[src/rtl/mem_pkg.sv]
// Shared encodings for the byte-serial memory controller.
package mem_pkg;

    localparam logic [1:0] MEM_BYTE = 2'b00;
    localparam logic [1:0] MEM_HALF = 2'b01;
    localparam logic [1:0] MEM_WORD = 2'b10;

    localparam logic [31:0] IO_ADDR_BASE = 32'h0003_0000;

    typedef enum logic [1:0] {IDLE, READ, WRITE, DONE} state_e;
    typedef enum logic {SRC_IF, SRC_LSB} src_e;

    // Encoding 2'b11 is treated as a full word.
    function automatic logic [2:0] size_bytes(input logic [1:0] size);
        case (size)
            MEM_BYTE: size_bytes = 3'd1;
            MEM_HALF: size_bytes = 3'd2;
            default:  size_bytes = 3'd4;
        endcase
    endfunction

endpackage

[src/rtl/mem_ctrl_if.sv]
// Requester and RAM-port bundle; slave = controller side, master = fetch/LSB/RAM side.
interface mem_ctrl_if #(parameter int ADDR_WIDTH = 32);

    logic [7:0]            mem_din;
    logic [7:0]            mem_dout;
    logic [ADDR_WIDTH-1:0] mem_a;
    logic                  mem_wr;

    logic                  if_req;
    logic [ADDR_WIDTH-1:0] if_addr;
    logic                  if_done;
    logic [31:0]           if_data;

    logic                  lsb_req;
    logic                  lsb_wr;
    logic [1:0]            lsb_size;
    logic                  lsb_signed;
    logic [ADDR_WIDTH-1:0] lsb_addr;
    logic [31:0]           lsb_wdata;
    logic                  lsb_done;
    logic [31:0]           lsb_rdata;

    modport slave (
        input  mem_din, if_req, if_addr,
        input  lsb_req, lsb_wr, lsb_size, lsb_signed, lsb_addr, lsb_wdata,
        output mem_dout, mem_a, mem_wr, if_done, if_data, lsb_done, lsb_rdata
    );

    modport master (
        output mem_din, if_req, if_addr,
        output lsb_req, lsb_wr, lsb_size, lsb_signed, lsb_addr, lsb_wdata,
        input  mem_dout, mem_a, mem_wr, if_done, if_data, lsb_done, lsb_rdata
    );

endinterface

[src/rtl/mem_load_ext.sv]
// Load result formatter: little-endian bytes, sign/zero extended by size.
// Latency: combinational. Backpressure: none.
module mem_load_ext
    import mem_pkg::*;
(
    input  logic [3:0][7:0] bytes,
    input  logic [1:0]      size,
    input  logic            is_signed,
    output logic [31:0]     result
);

    always_comb begin
        result = bytes;
        case (size)
            MEM_BYTE: result[31:8]  = is_signed ? {24{bytes[0][7]}} : 24'd0;
            MEM_HALF: result[31:16] = is_signed ? {16{bytes[1][7]}} : 16'd0;
            default:  ;
        endcase
    end

endmodule

[src/rtl/mem_ctrl.sv]
// Byte-serial RAM/IO controller arbitrating LSB (priority) and fetch onto one 8-bit port.
// Latency: read done at accept+N+2, write done at accept+N+1 (N = 1/2/4 bytes).
// Backpressure: rdy_in low freezes everything; MEM_IO_STALL_EN holds IO writes while io_buffer_full.
module mem_ctrl
    import mem_pkg::*;
#(
    parameter int ADDR_WIDTH = 32
) (
    input  logic       clk_in,
    input  logic       rst_in,
    input  logic       rdy_in,
    input  logic       clear,
    input  logic       io_buffer_full,
    mem_ctrl_if.slave  bus
);

    state_e                state;
    src_e                  src_q;
    logic                  wr_q;
    logic [1:0]            size_q;
    logic                  sign_q;
    logic [3:0][7:0]       wdata_q;
    logic [2:0]            n_q;
    logic [2:0]            cnt;
    logic [3:0][7:0]       bytes_q;
    logic [3:0][7:0]       bytes_nxt;
    logic [31:0]           ext_data;
    logic [ADDR_WIDTH-1:0] mem_a_q;
    logic [7:0]            mem_dout_q;
    logic                  mem_wr_q;
    logic                  if_done_q;
    logic                  lsb_done_q;
    logic [31:0]           if_data_q;
    logic [31:0]           lsb_rdata_q;
    logic                  stall;

`ifdef MEM_IO_STALL_EN
    assign stall = io_buffer_full && (mem_a_q[17:16] == IO_ADDR_BASE[17:16]);
`else
    logic unused_io_full;
    assign unused_io_full = io_buffer_full;
    assign stall          = 1'b0;
`endif

    // Byte k arrives while cnt == k+1; merge it so the final lane is in the result.
    always_comb begin
        bytes_nxt = bytes_q;
        if (cnt != 3'd0)
            bytes_nxt[cnt[1:0] - 2'd1] = bus.mem_din;
    end

    mem_load_ext u_ext (
        .bytes     (bytes_nxt),
        .size      (size_q),
        .is_signed (sign_q),
        .result    (ext_data)
    );

    always_ff @(posedge clk_in) begin
        if (rst_in) begin
            state       <= IDLE;
            src_q       <= SRC_IF;
            wr_q        <= 1'b0;
            size_q      <= MEM_WORD;
            sign_q      <= 1'b0;
            wdata_q     <= '0;
            n_q         <= 3'd0;
            cnt         <= 3'd0;
            bytes_q     <= '0;
            mem_a_q     <= '0;
            mem_dout_q  <= 8'd0;
            mem_wr_q    <= 1'b0;
            if_done_q   <= 1'b0;
            lsb_done_q  <= 1'b0;
            if_data_q   <= 32'd0;
            lsb_rdata_q <= 32'd0;
        end else if (rdy_in) begin
            if_done_q  <= 1'b0;
            lsb_done_q <= 1'b0;
            case (state)
                IDLE: begin
                    if (!clear && (bus.lsb_req || bus.if_req)) begin
                        cnt     <= 3'd0;
                        bytes_q <= '0;
                        if (bus.lsb_req) begin
                            src_q      <= SRC_LSB;
                            wr_q       <= bus.lsb_wr;
                            size_q     <= bus.lsb_size;
                            sign_q     <= bus.lsb_signed;
                            wdata_q    <= bus.lsb_wdata;
                            n_q        <= size_bytes(bus.lsb_size);
                            mem_a_q    <= bus.lsb_addr;
                            mem_dout_q <= bus.lsb_wdata[7:0];
                            mem_wr_q   <= bus.lsb_wr;
                            state      <= bus.lsb_wr ? WRITE : READ;
                        end else begin
                            src_q   <= SRC_IF;
                            wr_q    <= 1'b0;
                            size_q  <= MEM_WORD;
                            sign_q  <= 1'b0;
                            n_q     <= 3'd4;
                            mem_a_q <= bus.if_addr;
                            state   <= READ;
                        end
                    end
                end
                READ: begin
                    if (clear) begin
                        state <= IDLE;
                    end else begin
                        bytes_q <= bytes_nxt;
                        cnt     <= cnt + 3'd1;
                        if (cnt + 3'd1 < n_q)
                            mem_a_q <= mem_a_q + ADDR_WIDTH'(1);
                        if (cnt == n_q) begin
                            state <= DONE;
                            if (src_q == SRC_IF) begin
                                if_done_q <= 1'b1;
                                if_data_q <= ext_data;
                            end else begin
                                lsb_done_q  <= 1'b1;
                                lsb_rdata_q <= ext_data;
                            end
                        end
                    end
                end
                WRITE: begin
                    // Stores are committed: clear is deliberately ignored here.
                    if (!stall) begin
                        if (cnt + 3'd1 == n_q) begin
                            mem_wr_q   <= 1'b0;
                            lsb_done_q <= 1'b1;
                            state      <= DONE;
                        end else begin
                            mem_a_q    <= mem_a_q + ADDR_WIDTH'(1);
                            mem_dout_q <= wdata_q[cnt[1:0] + 2'd1];
                            cnt        <= cnt + 3'd1;
                        end
                    end
                end
                DONE:    state <= IDLE;
                default: state <= IDLE;
            endcase
        end
    end

    assign bus.mem_a     = mem_a_q;
    assign bus.mem_dout  = mem_dout_q;
    assign bus.mem_wr    = mem_wr_q & rdy_in & ~stall;
    assign bus.if_data   = if_data_q;
    assign bus.lsb_rdata = lsb_rdata_q;
    // A flush arriving in the done cycle of a read still kills the pulse.
    assign bus.if_done   = if_done_q & ~clear;
    assign bus.lsb_done  = lsb_done_q & ~(clear & ~wr_q);

endmodule

[src/flat_wrapper.sv]
// flat-port wrapper written by rule: the top's interface ports become plain ports
module mem_ctrl_flat import mem_pkg::*;
#(
    parameter int ADDR_WIDTH = 32
)
  (clk_in, rst_in, rdy_in, clear, io_buffer_full, bus_mem_din, bus_if_req, bus_if_addr, bus_lsb_req, bus_lsb_wr, bus_lsb_size, bus_lsb_signed, bus_lsb_addr, bus_lsb_wdata, bus_mem_dout, bus_mem_a, bus_mem_wr, bus_if_done, bus_if_data, bus_lsb_done, bus_lsb_rdata);
  mem_ctrl_if #(.ADDR_WIDTH(ADDR_WIDTH)) bus_i ();
  input  logic clk_in;
  input  logic rst_in;
  input  logic rdy_in;
  input  logic clear;
  input  logic io_buffer_full;
  input wire logic [$bits(bus_i.mem_din)-1:0] bus_mem_din;
  input wire logic [$bits(bus_i.if_req)-1:0] bus_if_req;
  input wire logic [$bits(bus_i.if_addr)-1:0] bus_if_addr;
  input wire logic [$bits(bus_i.lsb_req)-1:0] bus_lsb_req;
  input wire logic [$bits(bus_i.lsb_wr)-1:0] bus_lsb_wr;
  input wire logic [$bits(bus_i.lsb_size)-1:0] bus_lsb_size;
  input wire logic [$bits(bus_i.lsb_signed)-1:0] bus_lsb_signed;
  input wire logic [$bits(bus_i.lsb_addr)-1:0] bus_lsb_addr;
  input wire logic [$bits(bus_i.lsb_wdata)-1:0] bus_lsb_wdata;
  output wire logic [$bits(bus_i.mem_dout)-1:0] bus_mem_dout;
  output wire logic [$bits(bus_i.mem_a)-1:0] bus_mem_a;
  output wire logic [$bits(bus_i.mem_wr)-1:0] bus_mem_wr;
  output wire logic [$bits(bus_i.if_done)-1:0] bus_if_done;
  output wire logic [$bits(bus_i.if_data)-1:0] bus_if_data;
  output wire logic [$bits(bus_i.lsb_done)-1:0] bus_lsb_done;
  output wire logic [$bits(bus_i.lsb_rdata)-1:0] bus_lsb_rdata;
  assign bus_i.mem_din = bus_mem_din;
  assign bus_i.if_req = bus_if_req;
  assign bus_i.if_addr = bus_if_addr;
  assign bus_i.lsb_req = bus_lsb_req;
  assign bus_i.lsb_wr = bus_lsb_wr;
  assign bus_i.lsb_size = bus_lsb_size;
  assign bus_i.lsb_signed = bus_lsb_signed;
  assign bus_i.lsb_addr = bus_lsb_addr;
  assign bus_i.lsb_wdata = bus_lsb_wdata;
  assign bus_mem_dout = bus_i.mem_dout;
  assign bus_mem_a = bus_i.mem_a;
  assign bus_mem_wr = bus_i.mem_wr;
  assign bus_if_done = bus_i.if_done;
  assign bus_if_data = bus_i.if_data;
  assign bus_lsb_done = bus_i.lsb_done;
  assign bus_lsb_rdata = bus_i.lsb_rdata;
  mem_ctrl #(.ADDR_WIDTH(ADDR_WIDTH)) u_core (.clk_in(clk_in), .rst_in(rst_in), .rdy_in(rdy_in), .clear(clear), .io_buffer_full(io_buffer_full), .bus(bus_i));
endmodule
[config.mk]
export PLATFORM = sky130hd
export DESIGN_NAME = mem_ctrl_flat
export DESIGN_NICKNAME = d
export VERILOG_FILES = /design/src/rtl/mem_pkg.sv /design/src/rtl/mem_ctrl_if.sv /design/src/rtl/mem_load_ext.sv /design/src/rtl/mem_ctrl.sv /design/src/flat_wrapper.sv
export SDC_FILE = /design/constraint.sdc
export NUM_CORES = 1
export LEC_CHECK = 0
export ABC_AREA = 1
export BUFFER_PORTS_ARGS = -buffer_cell sky130_fd_sc_hd__buf_4
export CAP_MARGIN = 20
export CORE_UTILIZATION = 45
export DETAILED_ROUTE_END_ITERATION = 7
export MAX_ROUTING_LAYER = met4
export PLACE_DENSITY = 0.71
export SLEW_MARGIN = 5
export SYNTH_ARGS = -nofsm -noshare
export SYNTH_HDL_FRONTEND = slang
export SYNTH_SLANG_ARGS = --single-unit
[constraint.sdc]
create_clock -name clk_in -period 2.5 [get_ports clk_in]
set_input_delay 0.75 -clock clk_in [delete_from_list [all_inputs] [get_ports clk_in]]
set_output_delay 0.75 -clock clk_in [all_outputs]
set_load 0.1 [all_outputs]
==> impl_metrics.tcl, run 1 <==
set metrics [dict create \
    status "finished clean" \
    cts_buffer_depth 2 \
    cts_tree "done" \
    start_util_pct 46.0 \
    wire_per_inst_um 14.1 \
    ys_ff_latch 184 \
    avgSynthCellArea_sq_um 6.22 \
    whs_ps 466 \
    holdPathEnd "u_core.bus.lsb_rdata[1]" \
    synthMuxAreaShare_pct 0 \
    routabilityCongestion 0.937 \
    synthToLayoutAreaGrowth_pct 26.3 \
    power_leakage_nw 5.75 \
    worstPathMaxFanout 42 \
    clk_pin_slew_ps 70 \
    nFillCells 2103 \
    diodes 0 \
    cp-start-kind "flop" \
    clock_skew_ps 12.9 \
    grt_use_total_pct 26.7 \
    die_y_um 149 \
    critPathSlowestCell "dfxtp_1" \
    antenna_found_initial 0 \
    worst-slew-pin-transition_ps 741 \
    drt-total-wl_um 28800 \
    clkLatencyLatePin_ps 430 \
    synthesis.nets 1688 \
    reg2reg_to "u_core.bus.if_data[8]" \
    grt_overflow 0 \
    dr.pass1.iters 5 \
    ant_nets 0 \
    htreeDepth 4 \
    drc 0 \
    die_w_um 149 \
    drt_iter0_drc 714 \
    synth_xor_area_share_pct 0.0903 \
    max_cap_viol_count 0 \
    worstPathCellList "buf_4 -> ha_1 -> inv_1 -> nand3_1 -> nor2_2 -> nand4_1 -> buf_4 -> nor2_1 -> nor2_1" \
    synth-edff-count 0 \
    synthSimpleGateAreaFrac_pct 34.3 \
    reg2reg_depth 9 \
    cts_setup_buffers 0 \
    slowest_delay_ps 390 \
    synth_compound_area_share_pct 16.5 \
    multi_input_area_sq_um 5110 \
    hp-class "reg -> reg" \
    layout_min_cycle_time_ps 2310 \
    synthArstFlopShare_pct 0 \
    ioPinCount 222 \
    max_freq_mhz 433 \
    ys.flop_type "dfxtp_1" \
    final.period_utilization_pct 92.3 \
    slew_headroom_pct 50.6 \
    criticalPathCategory "reg -> reg" \
    hold_depth 2 \
    final_max_slew_viol_count 0 \
    grt_pass1_vias 9156 \
    grt_pass1_wl_um 46000 \
    synthAdderAreaFrac_pct 1.68 \
    hold_start "u_core.bus.lsb_rdata[1]" \
    r2r_setup_slack_ps 190 \
    drive_gt1_share_pct 17.9 \
    rr_startpoint "u_core.cnt[0]" \
    cp.required_ps 2820 \
    cp-end-kind "flop" \
    row_count 53 \
    vias 10305 \
    die_area_sq_um 22100 \
    finalHoldViolations 0 \
    ir_worst_vdd_uv 500 \
    power_density_nw_per_um2 752 \
    synth-seq-area-share_pct 38.0 \
    syn_area_sq_um 9700 \
    netlist_instances 1560 \
    cp_data_arrival_time_ps 2630 \
    numPortBuffers 220 \
    vias_per_cell 5.06 \
    cts.sinks 184 \
    yosysWarnings 0 \
    synth_top_family_by_area "simple AND/OR/NAND/NOR gates" \
    fin_cells 2036 \
    rsz0062_at_grt "no" \
    cts_root_buffer "clkbuf_16" \
    layout.nets 1877 \
    cts_buffers 17 \
    setup-tns-final_ps 0 \
    grt_max_degree 65 \
    hpwl_um 20300 \
    register_area_sq_um 3680 \
    dp.cells 2005 \
    setup_viol 0 \
    yosys.cell_types.count 33 \
    core_area_sq_um 21100 \
]
## per-layer routing
| layer | GRT usage, % | wire length (um) |
|---|---|---|
| met5 | - | 0 |
| met4 | 8.21 | 533 |
| met3 | 3.82 | 1740 |
| met2 | 42.9 | 13300 |
| met1 | 34.6 | 13200 |
## kinds of logic (layout without fill, tap and decap cells)
family                     Yosys count  count (layout)
AOI/OAI and AO/OA                  302             302
xor gates and xnor gates             1               1
adders and majority gates           13              13
buffers and inverters              226             427
DFF                                184             184
and+or+nand+nor                    834             834
## cells in the final DEF (no fill, tap or decap)
cell type / count
nor2_2: 4
clkbuf_16: 17
dfxtp_1: 184
nor3_4: 1
nor3_2: 1
nand2_1: 345
nor2_1: 376
o21ai_0: 170
nand2_4: 1
nand3b_1: 2
or2_2: 9
inv_1: 132
nand3_1: 84
nand3_4: 1
ha_1: 13
nor2_4: 1
a21oi_1: 75
inv_2: 7
nand4_1: 4
o21ai_1: 24
o22ai_1: 2
clkinv_1: 1
inv_8: 3
clkinv_4: 1
bufinv_16: 2
xor2_1: 1
a211oi_1: 2
nand2_2: 3
clkinv_8: 2
o21ai_4: 1
nor3_1: 2
clkinvlp_4: 2
buf_12: 4
o211ai_1: 26
inv_6: 4
o21a_1: 2
buf_4: 252
## metrics by stage
stage / power [mW] / util (%) / setup slack (ps) / area (sq um)
after floorplan: 5.65 / - / 18.3 / 9700
after global placement: 6.40 / 55.1 / 133 / 11600
after detailed placement: 6.44 / 55.1 / 104 / 11600
after CTS: 9.25 / 58.0 / 91.3 / 12200
after global routing: 9.69 / 58.1 / 29.4 / 12300
final: 9.21 / 58.1 / 192 / 12300
## where the power goes
group | switching [mW] | total [mW] | internal (mW)
combinational | 2.18 | 3.04 | 0.858
clock | 1.29 | 2.81 | 1.52
sequential | 0.190 | 3.35 | 3.16
## state kept, by name, summed over array words and instances (netlist names), 3 cells and up
name                  flops
u_core.bus.mem_dout       8
u_core.bus.if_data       32
u_core.bus.lsb_rdata     32
u_core.cnt                3
u_core.bytes_q           32
u_core.wdata_q           32
u_core.bus.mem_a         32
u_core.n_q                3
## area by class of cell
| class | count | area share (%) |
|---|---|---|
| clock buffer | 17 | 3.47 |
| multi-input combinational | 1150 | 41.8 |
| timing repair buffer | 256 | 16.1 |
| inverter | 140 | 4.29 |
| sequential | 184 | 30.1 |
| clock inverter | 14 | 1.51 |
| tap | 275 | 2.81 |
## repair_timing
action / in CTS / in global routing
endpoints found under the hold margin: 0 / 0
setup endpoints to repair: 0 / 64
hold buffers: 0 / 0
gates resized for setup: 0 / 2
## synth_stat cells (6+ instances only)
cell | count | share of area, %
a21oi_1 | 75 | 3.9
o21ai_1 | 24 | 1.2
inv_2 | 6 | 0.23
o21ai_0 | 170 | 8.8
or2_2 | 9 | 0.58
clkbuf_1 | 52 | 2.0
inv_1 | 133 | 5.1
o211ai_1 | 26 | 2.0
ha_1 | 13 | 1.7
nor2_1 | 377 | 15
nand3_1 | 84 | 4.3
buf_2 | 24 | 1.2
nand2_1 | 345 | 13
dfxtp_1 | 184 | 38
## worst max-delay path by stage
stage	from	to	slack, ps
finish	u_core.cnt[0]	u_core.bus.if_data[8]	190
global route	u_core.cnt[1]	u_core.bus.mem_a[31]	30
CTS	u_core.cnt[1]	u_core.bus.if_data[9]	90
detailed placement	u_core.cnt[1]	u_core.bus.lsb_rdata[9]	100
global placement	u_core.cnt[1]	u_core.bus.mem_a[25]	130
floorplan	u_core.cnt[0]	u_core.bus.mem_a[19]	20
## worst max-delay path, delay by kind of cell (launching register included)
kind          cells  cell delay [ps]
simple gates      5              790
flops             1              390
buf+inv           3              700
fa+ha+maj         1              290
No activity file was read; power rests on OpenSTA's default activity.
==> inputs of run 2 (changes only) <==
==> constraint.sdc (replaced) <==
create_clock -name clk_in -period 2.5 [get_ports clk_in]
set_input_delay 0.25 -clock clk_in [delete_from_list [all_inputs] [get_ports clk_in]]
set_output_delay 0.25 -clock clk_in [all_outputs]
set_load 0.1 [all_outputs]
==> run 2 against run 1 <==
  * Clock-buffer cell count did not move
  * Critical path type unchanged
  * Critical path depth rose by 2
  * Via count rose by 0.82%
  * Register-to-register slack improved by 30 ps
  * Clock power fell by 5%
  * Worst hold slack got worse by 420 ps
  * Global-route usage rose by 0.42 points
  * Core utilization fell by 0.26 points
  * Flip-flop and latch count did not move
  * Worst setup slack improved by 27 ps
  * Fmax rose by 1.2%
  * Final cell count fell by 0.15%
==> impl_metrics.tcl, run 2 (synthesized netlist as in run 1, its figures left out) <==
set metrics [dict create \
    power_density_nw_per_um2 744 \
    cp_data_arrival_time_ps 2610 \
    slowest_delay_ps 360 \
    cp-end-kind "flop" \
    die_area_sq_um 22100 \
    cts.sinks 184 \
    rr_startpoint "u_core.cnt[0]" \
    setup_viol 0 \
    worstPathCellList "ha_1 -> or2_2 -> nand2_1 -> ha_1 -> a21oi_1 -> o21ai_0 -> nand2_1 -> nand2_4 -> buf_12 -> nor2_1 -> a21oi_1" \
    hpwl_um 20300 \
    wl_met1_um 13000 \
    grt_pass1_vias 9381 \
    hold_start "bus_lsb_wdata[21]" \
    slew_headroom_pct 54.4 \
    final_max_slew_viol_count 0 \
    cp-start-kind "flop" \
    numPortBuffers 220 \
    power_leakage_nw 5.72 \
    reg2reg_to "u_core.bus.mem_a[16]" \
    p_total_mw 9.07 \
    grt_max_degree 68 \
    grt_overflow 0 \
    grt_pass1_wl_um 46600 \
    cts_root_buffer "clkbuf_16" \
    drt-total-wl_um 29100 \
    finalHoldViolations 0 \
    final_common_cell "nor2_1" \
    htreeDepth 4 \
    pre_cts_ws_ps 38.4 \
    drive_gt1_share_pct 17.8 \
    max_freq_mhz 438 \
    core_area_sq_um 21100 \
    holdPathEnd "u_core.wdata_q[21]" \
    layout_common_cells "nor2_1, nand2_1, buf_4" \
    wl_met3_um 2040 \
    row_count 53 \
    cp.required_ps 2820 \
    hold_depth 3 \
    hp-class "in -> reg" \
    final.period_utilization_pct 91.2 \
    drc 0 \
    wire_per_inst_um 14.3 \
    dr.pass1.iters 5 \
    layout_min_cycle_time_ps 2280 \
    worst-slew-pin-transition_ps 684 \
    drt_iter0_drc 742 \
    reg2reg_depth 11 \
    worstPathMaxFanout 27 \
    cts_buffer_depth 2 \
    die_y_um 149 \
    max_cap_viol_count 0 \
    synthToLayoutAreaGrowth_pct 25.8 \
    dp.cells 1999 \
    layout.nets 1873 \
    die_w_um 149 \
    r2r_setup_slack_ps 220 \
    grt_use_total_pct 27.1 \
    ioPinCount 222 \
    antenna_found_initial 0 \
    routabilityCongestion 0.922 \
    ir_worst_vdd_uv 480 \
    wl_met2_um 13600 \
    vias 10390 \
    diodes 0 \
    vias_per_cell 5.11 \
    clock_skew_ps 10.9 \
    cts_tree "done" \
    ant_nets 0 \
    critPathSlowestCell "dfxtp_1" \
    criticalPathCategory "reg -> reg" \
    clk_pin_slew_ps 80 \
    status "finished clean" \
    fin_cells 2033 \
    start_util_pct 46.0 \
    highest_layer "met4" \
    clkLatencyLatePin_ps 430 \
    cts_buffers 17 \
    fin_ws_ps 219 \
]
[run 2: cell count changes in the layout (fill, tap and decap cells not counted), sizes merged]
cell,change
buf,-5
inv,-1
clkinvlp,-1
clkinv,+5
nand3,+1
bufinv,-2
[run 2: where the power goes]
| part | total, mW | switching (mW) | internal (mW) |
|---|---|---|---|
| registers | 3.36 | 0.194 | 3.16 |
| logic | 3.04 | 2.18 | 0.855 |
| clock network | 2.67 | 1.34 | 1.34 |
[run 2: metal layers]
metal,up-vias,GRT usage [%]
met2,360,43.7
met1,4680,35.0
met3,34,4.25
met5,-,-
met4,0,7.91
li1,5316,-
[run 2: area by class of cell]
type,count,area (sq um)
Tap cell,275,344
Inverter,140,526
Sequential cell,184,3680
Multi-Input combinational cell,1151,5120
Clock inverter,15,160
Clock buffer,17,425
Timing Repair Buffer,251,1930
Fill cell,2138,8890
[run 2: critical path, delay by kind of cell (launching register included)]
kind                     cells  cell delay [ps]
adder cells (fa/ha/maj)      2              500
buffers and inverters        1              200
AND/OR/NAND/NOR              5              780
AO/OA/AOI/OAI                3              330
flip-flops                   1              360
[run 2: timing repair]
item                                    in CTS  in global routing
endpoints found under the setup margin       0                 76
hold buffers                                 0                  0
hold endpoints to repair                     0                  0
resized for setup                            0                  3
buffers inserted                             0                  1
[run 2: worst max-delay path by stage]
| stage | startpoint | end | slack [ps] | cells after the start |
|---|---|---|---|---|
| final | u_core.cnt[0] | u_core.bus.mem_a[16] | 220 | 11 |
| after global placement | u_core.cnt[0] | u_core.bus.if_data[10] | 70 | 10 |
| after detailed placement | u_core.cnt[0] | u_core.bus.if_data[10] | 40 | 11 |
| after floorplan | u_core.cnt[0] | u_core.bus.mem_a[19] | 20 | 13 |
| after global routing | u_core.cnt[0] | u_core.bus.mem_a[14] | -0.4 | 11 |
| after CTS | u_core.cnt[0] | u_core.bus.if_data[10] | 10 | 11 |
[run 2: per-stage QoR]
stage	cell area (sq um)	utilization (%)	setup TNS (ps)	hold WS [ps]
2_1_floorplan	9700	-	0	344
3_3_place_gp	11600	54.9	0	444
3_5_place_dp	11600	54.9	0	448
4_1_cts	12200	57.7	0	34.4
5_1_grt	12200	57.8	-0.478	49.8
6_report	12200	57.8	0	43.2
